===== src/rtl/axis_frame_source.sv =====
// axis_frame_source: AXI4-Stream raster test-pattern generator.
// Emits FRAME_WIDTH x FRAME_HEIGHT frames. tuser marks the first pixel of a
// frame and tlast marks the last pixel of each line. Idle gaps follow each
// line and each frame.
// Optional macro AXIS_FRAME_SOURCE_STALL_EN inserts pseudo-random tvalid
// bubbles, driven by a 16-bit LFSR.
module axis_frame_source #(
    parameter int DATA_WIDTH   = 8,
    parameter int FRAME_WIDTH  = 640,
    parameter int FRAME_HEIGHT = 512,
    parameter int LINE_GAP     = 4,
    parameter int FRAME_GAP    = 16
) (
    input  logic                  clk,
    input  logic                  rst_n,
    input  logic                  enable,
    input  logic [1:0]            pattern_sel,
    input  logic [DATA_WIDTH-1:0] const_value,
    output logic [DATA_WIDTH-1:0] m_axis_tdata,
    output logic                  m_axis_tvalid,
    input  logic                  m_axis_tready,
    output logic                  m_axis_tlast,
    output logic                  m_axis_tuser,
    output logic                  busy,
    output logic                  frame_done
);
    localparam int XW   = (FRAME_WIDTH  > 1) ? $clog2(FRAME_WIDTH)  : 1;
    localparam int YW   = (FRAME_HEIGHT > 1) ? $clog2(FRAME_HEIGHT) : 1;
    localparam int MAXG = (LINE_GAP > FRAME_GAP) ? LINE_GAP : FRAME_GAP;
    localparam int GW   = (MAXG > 0) ? $clog2(MAXG + 1) : 1;

    localparam logic [XW-1:0] X_LAST       = XW'(FRAME_WIDTH - 1);
    localparam logic [YW-1:0] Y_LAST       = YW'(FRAME_HEIGHT - 1);
    localparam logic [GW-1:0] G_LINE_LAST  = GW'(LINE_GAP - 1);
    localparam logic [GW-1:0] G_FRAME_LAST = GW'(FRAME_GAP - 1);
    localparam logic          ONE_COL      = (FRAME_WIDTH == 1);

    typedef enum logic [1:0] {S_IDLE, S_ACTIVE, S_LGAP, S_FGAP} state_t;

    state_t                state;
    logic [XW-1:0]         x, x_nxt;
    logic [YW-1:0]         y, y_nxt;
    logic [GW-1:0]         gap;
    logic [1:0]            pat_q;
    logic [DATA_WIDTH-1:0] cval_q;
    logic                  offer;

    assign x_nxt = x + 1'b1;
    assign y_nxt = y + 1'b1;

`ifdef AXIS_FRAME_SOURCE_STALL_EN
    logic [15:0] lfsr;

    // Fibonacci LFSR (taps 16,14,13,11), free-running; bit 0 gates new beats
    always_ff @(posedge clk or negedge rst_n) begin
        if (!rst_n) lfsr <= 16'hACE1;
        else        lfsr <= {lfsr[14:0], lfsr[15] ^ lfsr[13] ^ lfsr[12] ^ lfsr[10]};
    end

    assign offer = lfsr[0];
`else
    assign offer = 1'b1;
`endif

    function automatic logic [DATA_WIDTH-1:0] pix(input logic [1:0] sel,
                                                  input logic [DATA_WIDTH-1:0] cv,
                                                  input logic [31:0] px,
                                                  input logic [31:0] py);
        case (sel)
            2'd0:    pix = DATA_WIDTH'(px);
            2'd1:    pix = DATA_WIDTH'(py);
            2'd2:    pix = (px[3] ^ py[3]) ? '1 : '0;
            default: pix = cv;
        endcase
    endfunction

    // Frame FSM: coordinates, gap timing, and registered stream outputs.
    // Each beat's outputs are loaded on the edge that moves to it, so
    // they stay stable while the sink stalls.
    always_ff @(posedge clk or negedge rst_n) begin
        if (!rst_n) begin
            state         <= S_IDLE;
            x             <= '0;
            y             <= '0;
            gap           <= '0;
            pat_q         <= '0;
            cval_q        <= '0;
            m_axis_tdata  <= '0;
            m_axis_tvalid <= 1'b0;
            m_axis_tlast  <= 1'b0;
            m_axis_tuser  <= 1'b0;
            busy          <= 1'b0;
            frame_done    <= 1'b0;
        end else begin
            frame_done <= 1'b0;
            case (state)
                S_IDLE: begin
                    busy          <= 1'b0;
                    m_axis_tvalid <= 1'b0;
                    if (enable) begin
                        state         <= S_ACTIVE;
                        busy          <= 1'b1;
                        pat_q         <= pattern_sel;
                        cval_q        <= const_value;
                        x             <= '0;
                        y             <= '0;
                        m_axis_tvalid <= offer;
                        m_axis_tdata  <= pix(pattern_sel, const_value, 32'd0, 32'd0);
                        m_axis_tuser  <= 1'b1;
                        m_axis_tlast  <= ONE_COL;
                    end
                end
                S_ACTIVE: begin
                    if (!m_axis_tvalid) begin
                        // beat already loaded; only waiting for the stall gate
                        m_axis_tvalid <= offer;
                    end else if (m_axis_tready) begin
                        if (x == X_LAST) begin
                            x <= '0;
                            if (y == Y_LAST) begin
                                frame_done <= 1'b1;
                                y          <= '0;
                                if (FRAME_GAP != 0) begin
                                    state         <= S_FGAP;
                                    gap           <= '0;
                                    m_axis_tvalid <= 1'b0;
                                    m_axis_tlast  <= 1'b0;
                                end else if (enable) begin
                                    pat_q         <= pattern_sel;
                                    cval_q        <= const_value;
                                    m_axis_tvalid <= offer;
                                    m_axis_tdata  <= pix(pattern_sel, const_value, 32'd0, 32'd0);
                                    m_axis_tuser  <= 1'b1;
                                    m_axis_tlast  <= ONE_COL;
                                end else begin
                                    state         <= S_IDLE;
                                    busy          <= 1'b0;
                                    m_axis_tvalid <= 1'b0;
                                    m_axis_tlast  <= 1'b0;
                                    m_axis_tuser  <= 1'b0;
                                end
                            end else begin
                                y <= y_nxt;
                                if (LINE_GAP != 0) begin
                                    state         <= S_LGAP;
                                    gap           <= '0;
                                    m_axis_tvalid <= 1'b0;
                                    m_axis_tlast  <= 1'b0;
                                end else begin
                                    m_axis_tvalid <= offer;
                                    m_axis_tdata  <= pix(pat_q, cval_q, 32'd0, 32'(y_nxt));
                                    m_axis_tuser  <= 1'b0;
                                    m_axis_tlast  <= ONE_COL;
                                end
                            end
                        end else begin
                            x             <= x_nxt;
                            m_axis_tvalid <= offer;
                            m_axis_tdata  <= pix(pat_q, cval_q, 32'(x_nxt), 32'(y));
                            m_axis_tuser  <= 1'b0;
                            m_axis_tlast  <= (x_nxt == X_LAST);
                        end
                    end
                end
                S_LGAP: begin
                    if (gap == G_LINE_LAST) begin
                        state         <= S_ACTIVE;
                        m_axis_tvalid <= offer;
                        m_axis_tdata  <= pix(pat_q, cval_q, 32'd0, 32'(y));
                        m_axis_tuser  <= 1'b0;
                        m_axis_tlast  <= ONE_COL;
                    end else begin
                        gap <= gap + 1'b1;
                    end
                end
                default: begin // S_FGAP
                    if (gap == G_FRAME_LAST) begin
                        if (enable) begin
                            state         <= S_ACTIVE;
                            pat_q         <= pattern_sel;
                            cval_q        <= const_value;
                            m_axis_tvalid <= offer;
                            m_axis_tdata  <= pix(pattern_sel, const_value, 32'd0, 32'd0);
                            m_axis_tuser  <= 1'b1;
                            m_axis_tlast  <= ONE_COL;
                        end else begin
                            state <= S_IDLE;
                            busy  <= 1'b0;
                        end
                    end else begin
                        gap <= gap + 1'b1;
                    end
                end
            endcase
        end
    end
endmodule

===== config.mk =====
export PLATFORM = sky130hd
export DESIGN_NAME = axis_frame_source
export DESIGN_NICKNAME = d
export VERILOG_FILES = /design/src/rtl/axis_frame_source.sv
export SDC_FILE = /design/constraint.sdc
export NUM_CORES = 1
export LEC_CHECK = 0
export BUFFER_PORTS_ARGS = -buffer_cell sky130_fd_sc_hd__buf_2
export CELL_PAD_IN_SITES_DETAIL_PLACEMENT = 0
export CELL_PAD_IN_SITES_GLOBAL_PLACEMENT = 2
export CORE_UTILIZATION = 39
export CTS_BUF_LIST = sky130_fd_sc_hd__clkbuf_4
export DETAILED_ROUTE_END_ITERATION = 8
export GPL_TIMING_DRIVEN = 0
export PLACE_DENSITY_LB_ADDON = 0.1
export SLEW_MARGIN = 20
export SYNTH_ARGS = -nofsm -noshare
export SYNTH_HDL_FRONTEND = slang
export SYNTH_SLANG_ARGS = --single-unit

===== constraint.sdc =====
create_clock -name clk -period 3.2 [get_ports clk]
set_clock_uncertainty 0.05 [all_clocks]
set_input_delay 0.16 -clock clk [delete_from_list [all_inputs] [get_ports clk]]
set_output_delay 0.16 -clock clk [all_outputs]
set_load 0.05 [all_outputs]

### Yosys cells after proc, flatten, opt, wreduce, memory -nomap -nowiden

Cells that the tools add are included.
Widths: inputs -> output; s select.

* input bits: 14
* output and inout port bits: 13
* flip-flop bits (word level): 49
* word-level logic and storage cells: 129

* bitwise operators: 3
* multiplexer cells: 73
* reduce and logical (&&, ||, !) cells: 18
* eq/ne operators: 20
* add/sub/neg operators: 3

Operators by type and width (number)
* $mux 8: 11
* $pmux 8 s3: 3
* $mux 9: 5
* $mux 10: 4
* $mux 1: 27
* $mux 5: 5
* $eq 10x10->1 const B: 2
* $pmux 10 s2: 1
* $pmux 9 s2: 1
* $mux 2: 8
* $pmux 8 s2: 1
* $pmux 5 s3: 1
* $ne 2x2->1 const B: 7
* $reduce_and 6->1: 2
* $add 10x1->10 const B: 1
* $reduce_and 5->1: 2
* $add 9x1->9 const B: 1
* $eq 9x9->1 const B: 1
* $pmux 1 s3: 3
* $reduce_and 4->1: 2
* $reduce_bool 4->1: 2
* $eq 2x1->1 const B: 3
* $eq 2x2->1 const B: 3
* $logic_not 2->1: 3
* other kinds (15): 18

### Logic depth before layout (Yosys ltp)

Gate-level depths: netlist of run 1.

* word-level depth: 8
* mapped depth: 10
* mapped depth without buffers: 9

### Least setup slack after synthesis of run 1

No wires, ideal clock.

* path type: reg2reg
* from: reg y[0]
* to: reg y[3]
* arrival: 2199 ps
* period minus slack after synthesis: 2341 ps
* data required time: 3058 ps
* library setup time: 92 ps
* cell stages (with the launch flop): 11
* slack: 859 ps
* path buffers: 2
* path through: dfrtp_1 -> ha_1 -> and3_1 -> and3_1 -> and3_1 -> ha_1 -> nand2b_1 -> clkbuf_1 -> or2_1 -> buf_6 -> o31ai_2

* word-level cells in the longest chain between the ends: 6
* elaborated cells on any way between the ends: 7
* those cells by class: add/sub (1); eq/ne (1); mux (5)

Ends and longest elaborated chain
* start, declared: RTL line 42 `logic [YW-1:0] y, y_nxt;`
* start signal, assigned: RTL line 143 `y <= y_nxt;`
* $add 9x1->9 or $eq 9x9->1 (tied branches): RTL line 49, 120
* $mux 9 *: RTL line 120 `if (y == Y_LAST) begin`
* $mux 9 *: RTL line 118 `if (x == X_LAST) begin`
* $mux 9 *: RTL line 117 `end else if (m_axis_tready) begin`
* $mux 9 *: RTL line 114 `if (!m_axis_tvalid) begin`
* $pmux 9 s2 *: RTL line 96 `case (state)`

Mark *: on every way between the ends. The rest lies on a longest branch, timed or not. The select of a mux whose other input is x is not followed.
A chain may end at the register's enable or synchronous reset.

### Worst setup path after layout of run 1

* from: reg state[1]
* to: reg m_axis_tdata[6]

* word-level cells in the longest chain between the ends: 3
* elaborated cells on any way between the ends: 10
* those cells by class: eq/ne (6); mux (1); reduce/logical (3)

Ends and longest elaborated chain
* start, declared: RTL line 40 `state_t state;`
* start signal, assigned: RTL line 82 `state <= S_IDLE;`
* start signal, assigned: RTL line 101 `state <= S_ACTIVE;`
* start signal, assigned: RTL line 124 `state <= S_FGAP;`
* $eq 2x2->1 (tied with other cells): RTL line 96
* $reduce_bool 4->1 (no source line) or $ne 2x2->1 (tied branches)
* $reduce_and 5->1 (no source line)
* end signal, assigned: RTL line 108 `m_axis_tdata <= pix(pattern_sel, const_value, 32'd0, 32'd0);`
* end signal, assigned: RTL line 132 `m_axis_tdata <= pix(pattern_sel, const_value, 32'd0, 32'd0);`
* end signal, assigned: RTL line 151 `m_axis_tdata <= pix(pat_q, cval_q, 32'd0, 32'(y_nxt));`
* end, declared: RTL line 19 `output logic [DATA_WIDTH-1:0] m_axis_tdata,`

Several ways; a longest one is shown, not always the timed one.

==> reports/summary.json, run 1 <==
{
  "synthesis.instances": {"value": 343},
  "diodes": {"value": 0},
  "seq_area_frac_synth": {"value": 39.22, "unit": "%"},
  "power": {"value": 3.137, "unit": "mW"},
  "crit_start": {"value": "state[1]"},
  "groute.layer.met1.usage": {"value": 30.31, "unit": "%"},
  "timing.critical_path.slowest_cell_delay": {"value": 670, "unit": "ps"},
  "design.die.area": {"value": 0.008380, "unit": "mm2"},
  "grt_util_met3": {"value": 2.764, "unit": "%"},
  "cp.required": {"value": 3430, "unit": "ps"},
  "h_tree_depth": {"value": 2},
  "yosys-top-cells-area": {"value": "sky130_fd_sc_hd__dfrtp_1 (39%), sky130_fd_sc_hd__o21ai_0 (5.1%), sky130_fd_sc_hd__mux2_2 (4.7%), sky130_fd_sc_hd__ha_1 (4.0%), sky130_fd_sc_hd__nand2_1 (3.8%)"},
  "synth-edff-count": {"value": 0},
  "first_global_vias": {"value": 2631},
  "finalWirelength": {"value": 8262, "unit": "um"},
  "insertion_delay": {"value": 380, "unit": "ps"},
  "worst-path-buf-inv": {"value": 4},
  "final_nets": {"value": 412},
  "die_h": {"value": 91.54, "unit": "um"},
  "clk_root_buffer_cell": {"value": "sky130_fd_sc_hd__clkbuf_4"},
  "yosys.area.top_type_share": {"value": 39.22, "unit": "%"},
  "ys_async_sr_fraction": {"value": 100.0, "unit": "%"},
  "num_vias": {"value": 2707},
  "detailedPlacementHpwl": {"value": 5918, "unit": "um"},
  "design.core.area": {"value": 0.007727, "unit": "mm2"},
  "synth.cell_area": {"value": 0.003127, "unit": "mm2"},
  "outcome": {"value": "completed"},
  "worst_hold_startpoint": {"value": "enable"},
  "floorplan.io_pins": {"value": 27},
  "crit_path_cell_trace": {"value": "inv_1, ha_1, buf_2, inv_1, nor4_1, nor4_4, buf_2, o32a_1"},
  "max_cap_viol_count": {"value": 0},
  "grt_start_max_net_pins": {"value": 50},
  "rows": {"value": 32},
  "slew-limit-headroom": {"value": 53.36, "unit": "%"},
  "total_leakage_power": {"value": 1.505, "unit": "nW"},
  "cp_top_family": {"value": "simple AND/OR/NAND/NOR gates"},
  "synth_cell_type_count": {"value": 61},
  "start_util": {"value": 40.46, "unit": "%"},
  "die_boundary_width": {"value": 91.54, "unit": "um"},
  "grt.busiest_layer": {"value": "met2"},
  "instances_no_fill": {"value": 490},
  "setup_viol": {"value": 0},
  "final_min_period_over_clock_period": {"value": 84.56, "unit": "%"},
  "path_max_fanout": {"value": 10},
  "cts.sinks": {"value": 49},
  "worst_setup_path_start_kind": {"value": "flip-flop"},
  "final.min_clock_period": {"value": 2706, "unit": "ps"},
  "p_per_area": {"value": 880.0, "unit": "mW/mm2"},
  "firstDrtPassIters": {"value": 4},
  "synth_warnings": {"value": 0},
  "post_synth.cell_area_avg": {"value": 9.116, "unit": "um2"},
  "multi_input_area": {"value": 0.001749, "unit": "mm2"},
  "synthFlopType": {"value": "sky130_fd_sc_hd__dfrtp_1"},
  "fill_cells": {"value": 781},
  "post-synth-top-area-cell": {"value": "sky130_fd_sc_hd__dfrtp_1"},
  "initial_antenna_violation_count": {"value": 0},
  "totalNegativeSetupSlack": {"value": 0, "unit": "ps"},
  "dp.cells": {"value": 471},
  "drt.antenna.violating_nets": {"value": 0},
  "arrival": {"value": 2940, "unit": "ps"},
  "globalRoute.totalOverflow": {"value": 0},
  "seqCellArea": {"value": 0.001226, "unit": "mm2"},
  "port_buffers": {"value": 26},
  "synth-seq-cells": {"value": 49},
  "tightest_slew": {"value": 693.3, "unit": "ps"},
  "synth_commonest_cells": {"value": "sky130_fd_sc_hd__dfrtp_1 (49), sky130_fd_sc_hd__nand2_1 (32), sky130_fd_sc_hd__o21ai_0 (32)"},
  "rsz0062_at_grt": {"value": "false"},
  "post-synth-top-count-cell": {"value": "sky130_fd_sc_hd__dfrtp_1"},
  "drive_gt1_share": {"value": 17.01, "unit": "%"},
  "vdd.ir_drop.worst": {"value": 0.3280, "unit": "mV"},
  "timing.setup.critical_path_class": {"value": "flip-flop to flip-flop"},
  "tritoncts_clock_tree": {"value": "done"},
  "hold_viol": {"value": 0},
  "max_freq": {"value": 0.3696, "unit": "GHz"},
  "drt-initial-drc-count": {"value": 125},
  "grt_pass1_wl": {"value": 13760, "unit": "um"},
  "clk_path_buf_depth": {"value": 2},
  "hp-class": {"value": "input port to flip-flop"},
  "setup.worst_path.end_class": {"value": "flip-flop"},
  "via_count_normalized_by_instance_count": {"value": 5.524},
  "grt_usage": {"value": 20.92, "unit": "%"},
  "route.detailed.wl_per_inst": {"value": 16.86, "unit": "um"},
  "rr_startpoint": {"value": "state[1]"},
  "final_max_slew_viol_count": {"value": 0},
  "cts.clk_slew.worst_paths": {"value": 150, "unit": "ps"},
  "slowest_stage": {"value": "sky130_fd_sc_hd__nor4_1"},
  "post_synthesis_net_count": {"value": 367},
  "numCtsBuffers": {"value": 5},
  "area_delta_synth_final": {"value": 14.01, "unit": "%"},
  "globalplace.congestion": {"value": 0.8188},
  "hold-worst-slack": {"value": 70.34, "unit": "ps"},
  "use_met2": {"value": 33.33, "unit": "%"},
  "detail_route.drc_violations": {"value": 0}
}
==> layout by cell type, fill, tap and decap left out, types with 4 or more instances in the layout <==
master	netlist	routed
sky130_fd_sc_hd__clkbuf_4	0	6
sky130_fd_sc_hd__inv_1	12	12
sky130_fd_sc_hd__mux2_2	13	13
sky130_fd_sc_hd__o21ai_0	32	32
sky130_fd_sc_hd__nand2_1	32	32
sky130_fd_sc_hd__nor2_1	22	22
sky130_fd_sc_hd__xnor2_1	5	5
sky130_fd_sc_hd__a21boi_0	4	4
sky130_fd_sc_hd__buf_2	5	30
sky130_fd_sc_hd__a21oi_1	17	17
sky130_fd_sc_hd__dfrtp_1	49	49
sky130_fd_sc_hd__nand2b_1	9	9
sky130_fd_sc_hd__o211ai_1	5	5
sky130_fd_sc_hd__nor3_1	9	9
sky130_fd_sc_hd__clkbuf_1	13	13
sky130_fd_sc_hd__a31oi_1	6	6
sky130_fd_sc_hd__dlygate4sd3_1	0	12
sky130_fd_sc_hd__a22o_1	5	5
sky130_fd_sc_hd__o31ai_1	7	7
sky130_fd_sc_hd__xor2_1	5	5
sky130_fd_sc_hd__ha_1	10	10
sky130_fd_sc_hd__o221ai_1	5	5
sky130_fd_sc_hd__nand3_1	11	11
sky130_fd_sc_hd__and3_1	9	9
==> final cells by class <==
class	instances	area share (%)
Inverter	12	1.264
Buffer	22	3.229
Sequential cell	49	34.40
Clock buffer	6	1.264
Multi-Input combinational cell	260	49.07
Tap cell	102	3.580
Clock inverter	1	0.1053
Timing Repair Buffer	38	7.090
==> per-layer routing <==
| metal | wire length (um) | up-vias | part of all wire, % |
|---|---|---|---|
| met5 | 0 | - | 0 |
| met4 | 72 | 0 | 0.87 |
| met1 | 4347 | 1321 | 53 |
| met3 | 212 | 5 | 2.6 |
| li1 | - | 1341 | - |
| met2 | 3630 | 40 | 44 |
==> per-stage QoR <==
step	area, um2	worst slack (ps)	util, %
final	3565	494.1	46.13
after global routing	3565	282.8	46.13
after CTS	3556	234.2	46.02
after detailed placement	3387	266.3	43.83
after global placement	3385	312.9	43.80
after floorplan	3127	859.2	-
==> state kept, by name, summed over array words and instances (netlist names) <==
register and flops:
cval_q 8, gap 5, frame_done 1, pat_q 2, busy 1, state 2
m_axis_tlast 1, x 10, y 9, m_axis_tuser 1, m_axis_tdata 8, m_axis_tvalid 1
==> power by group <==
part	internal, mW	leakage, nW	switching [mW]
Sequential	0.845	0.623	0.199
Clock	0.0889	0.0292	0.202
Combinational	0.649	0.853	1.15
==> path summary, 6_finish.rpt <==
| kind | end | slack (ps) | cells past startpoint |
|---|---|---|---|
| max in group asynchronous | y[8] | 2380 | 2 |
| min reg2reg | m_axis_tdata[5] | 480 | 2 |
| min in group asynchronous | gap[1] | 280 | 2 |
| max reg2reg | m_axis_tdata[6] | 490 | 8 |
| max | m_axis_tdata[6] | 490 | 8 |
| min | m_axis_tuser | 70 | 3 |
==> kinds of logic (layout without fill, tap and decap cells) <==
kind of cell,Yosys count,count (layout),synth area share (%)
muxes,16,16,5.642
DFF,49,49,39.22
AOI/OAI and AO/OA,104,104,23.05
xor gates and xnor gates,10,10,2.801
adders and majority gates,10,10,4.002
buffers and inverters,34,79,5.122
and+or+nand+nor,120,120,20.17
==> tightest hold or removal path, cell delays in order <==
cell	delay [ps]
sky130_fd_sc_hd__buf_2	130
sky130_fd_sc_hd__a21oi_1	130
sky130_fd_sc_hd__a21oi_1	50
==> repair_timing <==
action,4_1_cts,5_1_grt
gates resized for setup,0,1
buffers inserted,0,0
endpoints found under the setup margin,0,2
endpoints found under the hold margin,64,0
hold buffers,12,0
Power figures use the tool's default switching activity.
==> inputs of run 2 (changes only) <==
--- a/config.mk
+++ b/config.mk
@@ -8,7 +8,7 @@
 export BUFFER_PORTS_ARGS = -buffer_cell sky130_fd_sc_hd__buf_2
 export CELL_PAD_IN_SITES_DETAIL_PLACEMENT = 0
 export CELL_PAD_IN_SITES_GLOBAL_PLACEMENT = 2
-export CORE_UTILIZATION = 39
+export CORE_UTILIZATION = 35
 export CTS_BUF_LIST = sky130_fd_sc_hd__clkbuf_4
 export DETAILED_ROUTE_END_ITERATION = 8
 export GPL_TIMING_DRIVEN = 0
==> constraint.sdc (replaced) <==
create_clock -name clk -period 2.2 [get_ports clk]
set_clock_uncertainty 0.05 [all_clocks]
set_input_delay 0.11 -clock clk [delete_from_list [all_inputs] [get_ports clk]]
set_output_delay 0.11 -clock clk [all_outputs]
set_load 0.05 [all_outputs]
==> reports/summary.json, run 2 (synthesized netlist as in run 1, its figures left out) <==
{
  "via_count_normalized_by_instance_count": {"value": 5.374, "change": "-2.7%"},
  "dpl_cell_area": {"value": 0.003435, "unit": "mm2", "change": "+1.4%"},
  "max_flop_register": {"value": "x"},
  "detailedPlacementHpwl": {"value": 6003, "unit": "um", "change": "+1.4%"},
  "worst_setup_path_start_kind": {"value": "flip-flop"},
  "design.die.area": {"value": 0.009315, "unit": "mm2", "change": "+11%"},
  "timing.setup.critical_path_class": {"value": "flip-flop to flip-flop"},
  "cts.clk_slew.worst_paths": {"value": 140, "unit": "ps", "change": "about the same"},
  "num_vias": {"value": 2773, "change": "+2.4%"},
  "total_leakage_power": {"value": 1.663, "unit": "nW", "change": "+11%"},
  "grt_usage": {"value": 19.98, "unit": "%", "change": "-0.94 points"},
  "drt.antenna.violating_nets": {"value": 0, "change": "unchanged"},
  "min_path_cells": {"value": 3, "change": "unchanged"},
  "most_common_cell_after_layout_fill_and_taps_aside": {"value": "sky130_fd_sc_hd__dfrtp_1"},
  "layout_common_cells": {"value": "sky130_fd_sc_hd__dfrtp_1 (44), sky130_fd_sc_hd__nand2_1 (31), sky130_fd_sc_hd__o21ai_0 (29), sky130_fd_sc_hd__buf_2 (27), sky130_fd_sc_hd__buf_4 (27)"},
  "area_delta_synth_final": {"value": 26.61, "unit": "%"},
  "largest_register_ffs": {"value": 10, "change": "unchanged"},
  "violations": {"value": "setup timing"},
  "globalplace.congestion": {"value": 0.7478, "change": "-8.7%"},
  "dp.cells": {"value": 477, "change": "+1.3%"},
  "first_global_vias": {"value": 2634, "change": "+0.11%"},
  "vdd.ir_drop.worst": {"value": 0.4472, "unit": "mV", "change": "+36%"},
  "final_max_slew_viol_count": {"value": 0, "change": "unchanged"},
  "p_per_area": {"value": 1276, "unit": "mW/mm2", "change": "+45%"},
  "grt_pass1_wl": {"value": 14180, "unit": "um", "change": "+3.1%"},
  "die_h": {"value": 96.52, "unit": "um", "change": "+5.4%"},
  "initial_antenna_violation_count": {"value": 0, "change": "unchanged"},
  "final_nets": {"value": 433, "change": "+5.1%"},
  "largestRegisters": {"value": "x (10), y (9)"},
  "path_max_fanout": {"value": 7, "change": "-3"},
  "diodes": {"value": 0, "change": "unchanged"},
  "grt_start_max_net_pins": {"value": 50, "change": "unchanged"},
  "fill_cells": {"value": 872, "change": "+12%"},
  "firstDrtPassIters": {"value": 4, "change": "unchanged"},
  "max_freq": {"value": 0.4438, "unit": "GHz", "change": "+20%"},
  "arrival": {"value": 2480, "unit": "ps", "change": "-460 ps"},
  "slew-limit-headroom": {"value": 56.35, "unit": "%", "change": "+3.0 points"},
  "final.min_clock_period": {"value": 2253, "unit": "ps", "change": "-452.8 ps"},
  "finalWirelength": {"value": 8736, "unit": "um", "change": "+5.7%"},
  "tritoncts_clock_tree": {"value": "done"},
  "clk_path_buf_depth": {"value": 2, "change": "unchanged"},
  "design.core.area": {"value": 0.008678, "unit": "mm2", "change": "+12%"},
  "hold_viol": {"value": 0, "change": "unchanged"},
  "cts.sinks": {"value": 49, "change": "unchanged"},
  "clk_root_buffer_cell": {"value": "sky130_fd_sc_hd__clkbuf_4"},
  "die_boundary_width": {"value": 96.52, "unit": "um", "change": "+5.4%"},
  "route.detailed.wl_per_inst": {"value": 16.93, "unit": "um", "change": "+0.41%"},
  "max_cap_viol_count": {"value": 0, "change": "unchanged"},
  "port_buffers": {"value": 26, "change": "unchanged"},
  "h_tree_depth": {"value": 2, "change": "unchanged"},
  "r2r.worst_path.cells": {"value": 9, "change": "+1"},
  "globalRoute.totalOverflow": {"value": 0, "change": "unchanged"},
  "cp.required": {"value": 2430, "unit": "ps", "change": "-1000 ps"},
  "tightest_slew": {"value": 654.7, "unit": "ps", "change": "-38.58 ps"},
  "floorplan.io_pins": {"value": 27, "change": "unchanged"},
  "insertion_delay": {"value": 370, "unit": "ps", "change": "about the same"},
  "outcome": {"value": "finished, violations left"},
  "setup.worst_path.end_class": {"value": "flip-flop"},
  "rows": {"value": 34, "change": "+6.3%"},
  "numCtsBuffers": {"value": 5, "change": "unchanged"},
  "postLayoutCellArea": {"value": 0.003959, "unit": "mm2", "change": "+11%"},
  "worst_slack_at_placement": {"value": -503.0, "unit": "ps", "change": "-769.3 ps"},
  "setup_viol": {"value": 2, "change": "+2"},
  "power": {"value": 5.050, "unit": "mW", "change": "+61%"},
  "hp-class": {"value": "input port to flip-flop"},
  "rsz0062_at_grt": {"value": "true"},
  "drive_gt1_share": {"value": 29.90, "unit": "%", "change": "+13 points"},
  "final_min_period_over_clock_period": {"value": 102.4, "unit": "%", "change": "+18 points"},
  "start_util": {"value": 36.03, "unit": "%", "change": "-4.4 points"},
  "detail_route.drc_violations": {"value": 0, "change": "unchanged"},
  "drt-initial-drc-count": {"value": 157, "change": "+26%"},
  "instances_no_fill": {"value": 516, "change": "+5.3%"},
  "worst_slack": {"value": -53.09, "unit": "ps", "change": "-547.2 ps"}
}
==> run 2: cell count changes in the layout (fill, tap and decap cells not counted), moves of 3 or more <==
cell and change:
sky130_fd_sc_hd__buf_2 -3, sky130_fd_sc_hd__o21ai_0 -3, sky130_fd_sc_hd__o21ai_1 +3, sky130_fd_sc_hd__ha_4 +5, sky130_fd_sc_hd__dfrtp_1 -5, sky130_fd_sc_hd__clkbuf_1 -6
sky130_fd_sc_hd__and3_4 +3, sky130_fd_sc_hd__ha_2 +3, sky130_fd_sc_hd__ha_1 -8, sky130_fd_sc_hd__clkbuf_2 +3, sky130_fd_sc_hd__and3_1 -3, sky130_fd_sc_hd__dfrtp_2 +5
sky130_fd_sc_hd__buf_4 +25
==> run 2: final timing paths <==
kind                                   end  slack, ps             from
min reg2reg                m_axis_tdata[5]        480  m_axis_tdata[5]
max                                   y[5]        -50             y[0]
max reg2reg                           y[5]        -50             y[0]
min                           m_axis_tuser         40           enable
min in group asynchronous    m_axis_tvalid        250            rst_n
max in group asynchronous         state[0]       1380            rst_n
==> run 2: cell type report <==
type | instances | area (um2) | area share [%]
Multi-Input combinational cell | 260 | 1944 | 49.11
Clock inverter | 1 | 5.005 | 0.1264
Tap cell | 108 | 135.1 | 3.413
Inverter | 12 | 48.80 | 1.233
Buffer | 18 | 117.6 | 2.971
Timing Repair Buffer | 63 | 437.9 | 11.06
Sequential cell | 49 | 1232 | 31.13
Clock buffer | 5 | 37.54 | 0.9482
==> run 2: worst max-delay path, stage by stage (launching register included) <==
cell and delay, ps:
sky130_fd_sc_hd__dfrtp_2 460, sky130_fd_sc_hd__ha_4 170, sky130_fd_sc_hd__and3_4 170, sky130_fd_sc_hd__and3_4 170, sky130_fd_sc_hd__and3_4 180, sky130_fd_sc_hd__ha_4 170
sky130_fd_sc_hd__nand2b_4 150, sky130_fd_sc_hd__or2_1 230, sky130_fd_sc_hd__buf_6 140, sky130_fd_sc_hd__o41ai_4 270
==> run 2: timing repair <==
| item | in CTS | in global routing |
|---|---|---|
| gates resized for setup | 35 | 14 |
| hold buffers | 12 | 0 |
| hold endpoints to repair | 64 | 0 |
| pin swaps | 7 | 6 |
| setup endpoints to repair | 42 | 32 |
| setup buffers | 21 | 4 |
==> run 2: power by group <==
group          total (mW)  switching, mW  internal, mW
clock network       0.408          0.296         0.112
logic                3.12           1.84          1.28
registers            1.52          0.285          1.24
==> run 2: layer usage <==
metal	vias up	routed length (um)	track usage (%)	part of all wire, %
li1	1386	-	-	-
met1	1338	4448	29.41	51
met2	44	3958	31.10	45
met3	5	265	2.895	3.0
met4	0	63	3.676	0.72
met5	-	0	0	0
==> run 2: per-stage QoR <==
step / util, % / hold slack [ps] / TNS (ps)
after floorplan: - / -235.6 / -122.8
after global placement: 39.55 / 303.8 / -9076
after detailed placement: 39.58 / 144.6 / -10120
after CTS: 44.98 / 13.51 / -121.6
after global routing: 45.62 / 29.38 / -505.1
final: 45.62 / 35.65 / -94.38
